<file path="config.mk">
export PLATFORM = sky130hd
export DESIGN_NAME = sram_master
export DESIGN_NICKNAME = d
export VERILOG_FILES = /design/src/rtl/sram_pkg.sv /design/src/rtl/sram_cyc_cnt.sv /design/src/rtl/sram_master.sv
export SDC_FILE = /design/constraint.sdc
export NUM_CORES = 1
export LEC_CHECK = 0
export ABC_AREA = 1
export CAP_MARGIN = 20
export CORE_ASPECT_RATIO = 0.9
export CORE_MARGIN = 5
export CORE_UTILIZATION = 40
export CTS_CLUSTER_DIAMETER = 200
export DETAILED_ROUTE_END_ITERATION = 7
export PLACE_DENSITY = 0.79
export SLEW_MARGIN = 20
export SYNTH_ARGS = -nofsm -noshare
export SYNTH_HDL_FRONTEND = slang
export SYNTH_SLANG_ARGS = --single-unit
</file>
<file path="constraint.sdc">
create_clock -name clk -period 3 [get_ports clk]
set_input_delay 0.75 -clock clk [delete_from_list [all_inputs] [get_ports clk]]
set_output_delay 0.75 -clock clk [all_outputs]
set_load 0.1 [all_outputs]
</file>
<file path="src/rtl/sram_pkg.sv">
// ---------------------------------------------------------------------------
// sram_pkg
// Shared types and constants for the asynchronous-SRAM bus master.
//   state_e        : controller states (IDLE, SETUP, STROBE, HOLD, RESP)
//   ADDR_W/DATA_W  : SRAM address and data widths (8 bits each)
//   CNT_W          : width of the phase down-counter (phases are 1..15 cycles)
//   DEF_*_CYC      : default phase lengths in clock cycles
//   phase_load()   : converts a phase length into the counter reload value
// ---------------------------------------------------------------------------
package sram_pkg;

    localparam int ADDR_W = 8;
    localparam int DATA_W = 8;
    localparam int CNT_W  = 4;

    localparam int DEF_SETUP_CYC  = 1;
    localparam int DEF_STROBE_CYC = 2;
    localparam int DEF_HOLD_CYC   = 1;

    typedef enum logic [2:0] {
        ST_IDLE   = 3'd0,
        ST_SETUP  = 3'd1,
        ST_STROBE = 3'd2,
        ST_HOLD   = 3'd3,
        ST_RESP   = 3'd4
    } state_e;

    // A phase of N cycles is timed by loading N-1 and leaving the phase on
    // the edge where the counter reads zero.
    function automatic logic [CNT_W-1:0] phase_load(input int cyc);
        return CNT_W'(cyc - 1);
    endfunction

endpackage

</file>
<file path="src/rtl/sram_cyc_cnt.sv">
// ---------------------------------------------------------------------------
// sram_cyc_cnt
// 4-bit phase down-counter used to time the SETUP/STROBE/HOLD phases.
//   clk      in  : clock, rising edge
//   rst      in  : synchronous active-high reset, clears the count
//   load     in  : reload the counter with load_val (takes priority)
//   load_val in  : reload value (phase length minus one)
//   en       in  : decrement enable; the count saturates at zero
//   zero     out : count is zero (current phase ends on this edge)
// ---------------------------------------------------------------------------
module sram_cyc_cnt
    import sram_pkg::*;
(
    input  logic             clk,
    input  logic             rst,
    input  logic             load,
    input  logic [CNT_W-1:0] load_val,
    input  logic             en,
    output logic             zero
);

    logic [CNT_W-1:0] cnt_q;
    logic [CNT_W-1:0] cnt_d;

    always_comb begin
        cnt_d = cnt_q;
        if (load) begin
            cnt_d = load_val;
        end else if (en && (cnt_q != '0)) begin
            cnt_d = cnt_q - CNT_W'(1);
        end
    end

    always_ff @(posedge clk) begin
        if (rst) begin
            cnt_q <= '0;
        end else begin
            cnt_q <= cnt_d;
        end
    end

    assign zero = (cnt_q == '0);

endmodule

</file>
<file path="src/rtl/sram_master.sv">
// ---------------------------------------------------------------------------
// sram_master
// Single-transaction master for an asynchronous SRAM. A request accepted in
// IDLE is played out as SETUP (cs, address, data stable), STROBE (write or
// read strobe), HOLD (cs, address, data still stable). Writes then return to
// IDLE; reads present the captured data in RESP until the consumer takes it.
// All sram_* and rsp_* outputs come straight from flops.
//
// Parameters: SETUP_CYC, STROBE_CYC, HOLD_CYC -- phase lengths, 1..15 cycles.
// Ports:
//   clk, rst                 : clock, synchronous active-high reset
//   req_valid/req_ready      : request handshake (ready only in IDLE)
//   req_we, req_addr, req_wdata : request: 1=write, address, write data
//   rsp_valid/rsp_ready      : read-response handshake
//   rsp_rdata                : read data
//   sram_cs (act-high), sram_wr (act-high), sram_rd (act-low)
//   sram_addr, sram_din      : address and write data to the SRAM
//   sram_dout                : data from the SRAM, valid while sram_rd is low
// ---------------------------------------------------------------------------
module sram_master
    import sram_pkg::*;
#(
    parameter int SETUP_CYC  = DEF_SETUP_CYC,
    parameter int STROBE_CYC = DEF_STROBE_CYC,
    parameter int HOLD_CYC   = DEF_HOLD_CYC
) (
    input  logic              clk,
    input  logic              rst,
    input  logic              req_valid,
    output logic              req_ready,
    input  logic              req_we,
    input  logic [ADDR_W-1:0] req_addr,
    input  logic [DATA_W-1:0] req_wdata,
    output logic              rsp_valid,
    input  logic              rsp_ready,
    output logic [DATA_W-1:0] rsp_rdata,
    output logic              sram_cs,
    output logic              sram_wr,
    output logic              sram_rd,
    output logic [ADDR_W-1:0] sram_addr,
    output logic [DATA_W-1:0] sram_din,
    input  logic [DATA_W-1:0] sram_dout
);

    localparam logic [CNT_W-1:0] SETUP_LD  = phase_load(SETUP_CYC);
    localparam logic [CNT_W-1:0] STROBE_LD = phase_load(STROBE_CYC);
    localparam logic [CNT_W-1:0] HOLD_LD   = phase_load(HOLD_CYC);

    state_e            state_q,     state_d;
    logic              we_q,        we_d;
    logic [ADDR_W-1:0] addr_q,      addr_d;
    logic [DATA_W-1:0] din_q,       din_d;
    logic              cs_q,        cs_d;
    logic              wr_q,        wr_d;
    logic              rd_q,        rd_d;
    logic              rsp_valid_q, rsp_valid_d;
    logic [DATA_W-1:0] rsp_rdata_q, rsp_rdata_d;

    logic              cnt_load;
    logic [CNT_W-1:0]  cnt_load_val;
    logic              cnt_en;
    logic              cnt_zero;

    // Ready is combinational from the state so that it drops together with
    // rst rather than one cycle later.
    assign req_ready = (state_q == ST_IDLE) && !rst;

    sram_cyc_cnt u_cyc_cnt (
        .clk      (clk),
        .rst      (rst),
        .load     (cnt_load),
        .load_val (cnt_load_val),
        .en       (cnt_en),
        .zero     (cnt_zero)
    );

    // Next-state and registered-output logic. The counter is reloaded on
    // every state change; IDLE and RESP are untimed and reload zero.
    always_comb begin
        state_d      = state_q;
        we_d         = we_q;
        addr_d       = addr_q;
        din_d        = din_q;
        cs_d         = cs_q;
        wr_d         = wr_q;
        rd_d         = rd_q;
        rsp_valid_d  = rsp_valid_q;
        rsp_rdata_d  = rsp_rdata_q;
        cnt_load     = 1'b0;
        cnt_load_val = '0;
        cnt_en       = 1'b0;

        case (state_q)
            ST_IDLE: begin
                if (req_valid && req_ready) begin
                    we_d   = req_we;
                    addr_d = req_addr;
                    // Reads leave the data bus at its last written value.
                    if (req_we) begin
                        din_d = req_wdata;
                    end
                    cs_d         = 1'b1;
                    state_d      = ST_SETUP;
                    cnt_load     = 1'b1;
                    cnt_load_val = SETUP_LD;
                end
            end

            ST_SETUP: begin
                cnt_en = 1'b1;
                if (cnt_zero) begin
                    if (we_q) begin
                        wr_d = 1'b1;
                    end else begin
                        rd_d = 1'b0;
                    end
                    state_d      = ST_STROBE;
                    cnt_load     = 1'b1;
                    cnt_load_val = STROBE_LD;
                end
            end

            ST_STROBE: begin
                cnt_en = 1'b1;
                if (cnt_zero) begin
                    // Capture while sram_rd is still low on this final edge.
                    if (!we_q) begin
                        rsp_rdata_d = sram_dout;
                    end
                    wr_d         = 1'b0;
                    rd_d         = 1'b1;
                    state_d      = ST_HOLD;
                    cnt_load     = 1'b1;
                    cnt_load_val = HOLD_LD;
                end
            end

            ST_HOLD: begin
                cnt_en = 1'b1;
                if (cnt_zero) begin
                    cs_d     = 1'b0;
                    cnt_load = 1'b1;
                    if (we_q) begin
                        state_d = ST_IDLE;
                    end else begin
                        state_d     = ST_RESP;
                        rsp_valid_d = 1'b1;
                    end
                end
            end

            ST_RESP: begin
                if (rsp_valid_q && rsp_ready) begin
                    rsp_valid_d = 1'b0;
                    state_d     = ST_IDLE;
                    cnt_load    = 1'b1;
                end
            end

            default: begin
                state_d = ST_IDLE;
            end
        endcase
    end

    always_ff @(posedge clk) begin
        if (rst) begin
            state_q     <= ST_IDLE;
            we_q        <= 1'b0;
            addr_q      <= '0;
            din_q       <= '0;
            cs_q        <= 1'b0;
            wr_q        <= 1'b0;
            rd_q        <= 1'b1;
            rsp_valid_q <= 1'b0;
            rsp_rdata_q <= '0;
        end else begin
            state_q     <= state_d;
            we_q        <= we_d;
            addr_q      <= addr_d;
            din_q       <= din_d;
            cs_q        <= cs_d;
            wr_q        <= wr_d;
            rd_q        <= rd_d;
            rsp_valid_q <= rsp_valid_d;
            rsp_rdata_q <= rsp_rdata_d;
        end
    end

    assign sram_cs   = cs_q;
    assign sram_wr   = wr_q;
    assign sram_rd   = rd_q;
    assign sram_addr = addr_q;
    assign sram_din  = din_q;
    assign rsp_valid = rsp_valid_q;
    assign rsp_rdata = rsp_rdata_q;

endmodule

</file>
==> impl_metrics.ini <==
[floorplanning]
num_io_pins = 58
core_area_mm2 = 0.00365
rows = 21
initial_core_util = 0.405
dieArea_mm2 = 0.00501
die_w_um = 74.1
die_h_um = 67.7

[sta]
fin_setup_tns_ps = 0
worst-slew-pin-transition_ps = 314
period_minus_slack_ps = 2470
fmax_mhz = 405
finalSetupViolCount = 0
fin_ws_ps = 531
drv_slew = 0
clock_skew_ps = 5.83
rsz0062_at_grt = false
max-slew-margin-rel = 0.789
period_share = 0.823
hold_viol = 0

[place]
port_buffers = 57
gp_congestion = 0.840
preCtsSetupSlack_ps = 529
place_hpwl_mm = 2.48

[min_path]
min-delay-start = sram_rd
worstHoldPathCells = 2
min_path_type = reg2reg
hold_path_end = sram_rd

[grt]
grt_pass1_vias = 1367
antenna_found_initial = 0
grt_pass1_wl_mm = 5.75
grt_overflow_total = 0
grt_max_degree = 30
grtUsageTotal = 0.149

[routing]
vias = 1402
first_iter_violations = 78
wl_per_cell_um = 11.2
drc = 0
drt-total-wl_mm = 3.39
viasPerCell = 4.63
drtPass1Iterations = 4
ant_nets = 0

[finish]
drive_gt1_frac = 0.191
antenna_cells = 0
regArea_um2 = 721
n_fill_cell = 350
nNetsFinal = 287
multi_input_area_um2 = 673
syn2layout_area_growth_pct = 44.0

[yosys]
synth_area_per_cell_um2 = 7.58
synthMostInstantiatedCell = nor2_1
synth_largest_area_cell = dfxtp_1
yosys_register_bits = 36
synth.area.top_cells = dfxtp_1 (49%), nor2_1 (11%), nand2_1 (9.1%), nand3_1 (6.1%), o21ai_0 (5.8%)
synth.distinct_cells = 26
synth_edf_count = 0
yosysSeqAreaShare = 0.488
synth_top_cell_area_share = 0.488
synth_warnings = 0
synthFlopType = dfxtp_1
syn_area_mm2 = 0.00148
syn_inst = 195
synth_top_cells_by_count = nor2_1 (42), dfxtp_1 (36), nand2_1 (36), nand3_1 (18), o21ai_0 (17)
async_flop_share = 0
synth_nets = 226

[setup_path]
worstPathArrival_ps = 1720
crit_type = in2out
reg2reg_from = u_cyc_cnt.cnt_q[0]
crit_path_start_kind = input port
r2r_cells = 9
critPathCaptureType = output port
cp.required_ps = 2250
r2r_setup_slack_ps = 1480
cp_max_fo = 7
r2r_end = sram_rd

[clock_tree]
cts_root_buf = clkbuf_8
hold_buffers = 0
post_cts_resized = 0
htreeDepth = 2
clk_path_buf_depth = 2
postCtsSetupBuffers = 0
cts_tree = yes
clkSlewWorstSetupHoldPaths_ps = 70
cts_buffers = 5
clk_latency_ps = 280
clkSinkCount = 36

[run_status]
run_status = finished, final reports clean

[power]
intPower_w = 0.00109
power.density_mw_per_mm2 = 1080
leakagePower_nw = 0.946
combPwrFrac = 0.557
ir_drop_mv = 0.618
power_frac_clock = 0.153
netSwitchingFraction = 0.528
p_seq_frac = 0.290
switchingPower_w = 0.00121

[job]
drv_cap = 0
## kinds of logic after synthesis
group,Yosys count,share of synthesized area
xor gates and xnor gates,2,0.0119
and+or+nand+nor,108,0.329
AOI/OAI and AO/OA,28,0.0982
buffers and inverters,19,0.0567
adders and majority gates,2,0.0169
DFF,36,0.488
## per-layer routing
metal | track usage | vias to the layer above | routed length [um]
met5 | 0 | - | 0
met4 | 0.0566 | 0 | 44
met3 | 0.0625 | 5 | 348
met2 | 0.232 | 50 | 1460
met1 | 0.182 | 600 | 1530
li1 | - | 747 | -
## how the worst max path moves through the flow
stage	from	to	slack, ps	depth (start not counted)
3_5_place_dp	rst	req_ready	530	3
5_1_grt	rst	req_ready	480	3
3_3_place_gp	rst	req_ready	530	3
6_report	rst	req_ready	530	3
4_1_cts	rst	req_ready	530	3
2_1_floorplan	rst	req_ready	250	1
## cell usage in the layout (no fill, tap or decap), types with 6 or more instances in the layout
master,count
a21oi_1,7
nand2_1,36
inv_1,11
nand3_1,18
nor2_1,42
dfxtp_1,36
o21ai_0,17
clkdlybuf4s50_1,28
buf_4,29
clkbuf_8,6
## power groups by stage
stage                     combinational (W)  sequential (W)  clock [W]
after floorplan                    0.000413         0.00127          0
after global placement              0.00127        0.000673          0
after detailed placement            0.00128        0.000676          0
after CTS                           0.00129        0.000667   0.000363
after global routing                0.00138        0.000681   0.000382
final                               0.00128        0.000667   0.000353
## layout make-up
cell class | count | share of cell area
Inverter | 15 | 0.0306
Timing Repair Buffer | 58 | 0.243
Sequential cell | 36 | 0.339
Multi-Input combinational cell | 140 | 0.316
Clock buffer | 7 | 0.0406
Tap cell | 46 | 0.0270
Clock inverter | 1 | 0.00353
## worst max-delay path, stage by stage
cell             delay (ps)
clkdlybuf4s50_1         520
nor2_1                  240
buf_12                  200
## sequential cells by signal, summed over array words and instances (netlist names)
register and flops:
rsp_rdata 8, sram_din 8, rsp_valid 1, sram_wr 1, sram_cs 1, u_cyc_cnt.cnt_q 4
sram_rd 1, we_q 1, state_q 3, sram_addr 8
## per-stage QoR
stage | utilization | hold slack [ps] | instance area, um2 | total power [W] | cells
after floorplan | - | 452 | 1480 | 0.00168 | 195
after global placement | 0.557 | 437 | 2030 | 0.00195 | 295
after detailed placement | 0.557 | 449 | 2030 | 0.00196 | 295
after CTS | 0.583 | 462 | 2130 | 0.00232 | 303
after global routing | 0.583 | 482 | 2130 | 0.00244 | 303
final | 0.583 | 454 | 2130 | 0.00230 | 303
Power figures use the tool's default switching activity.
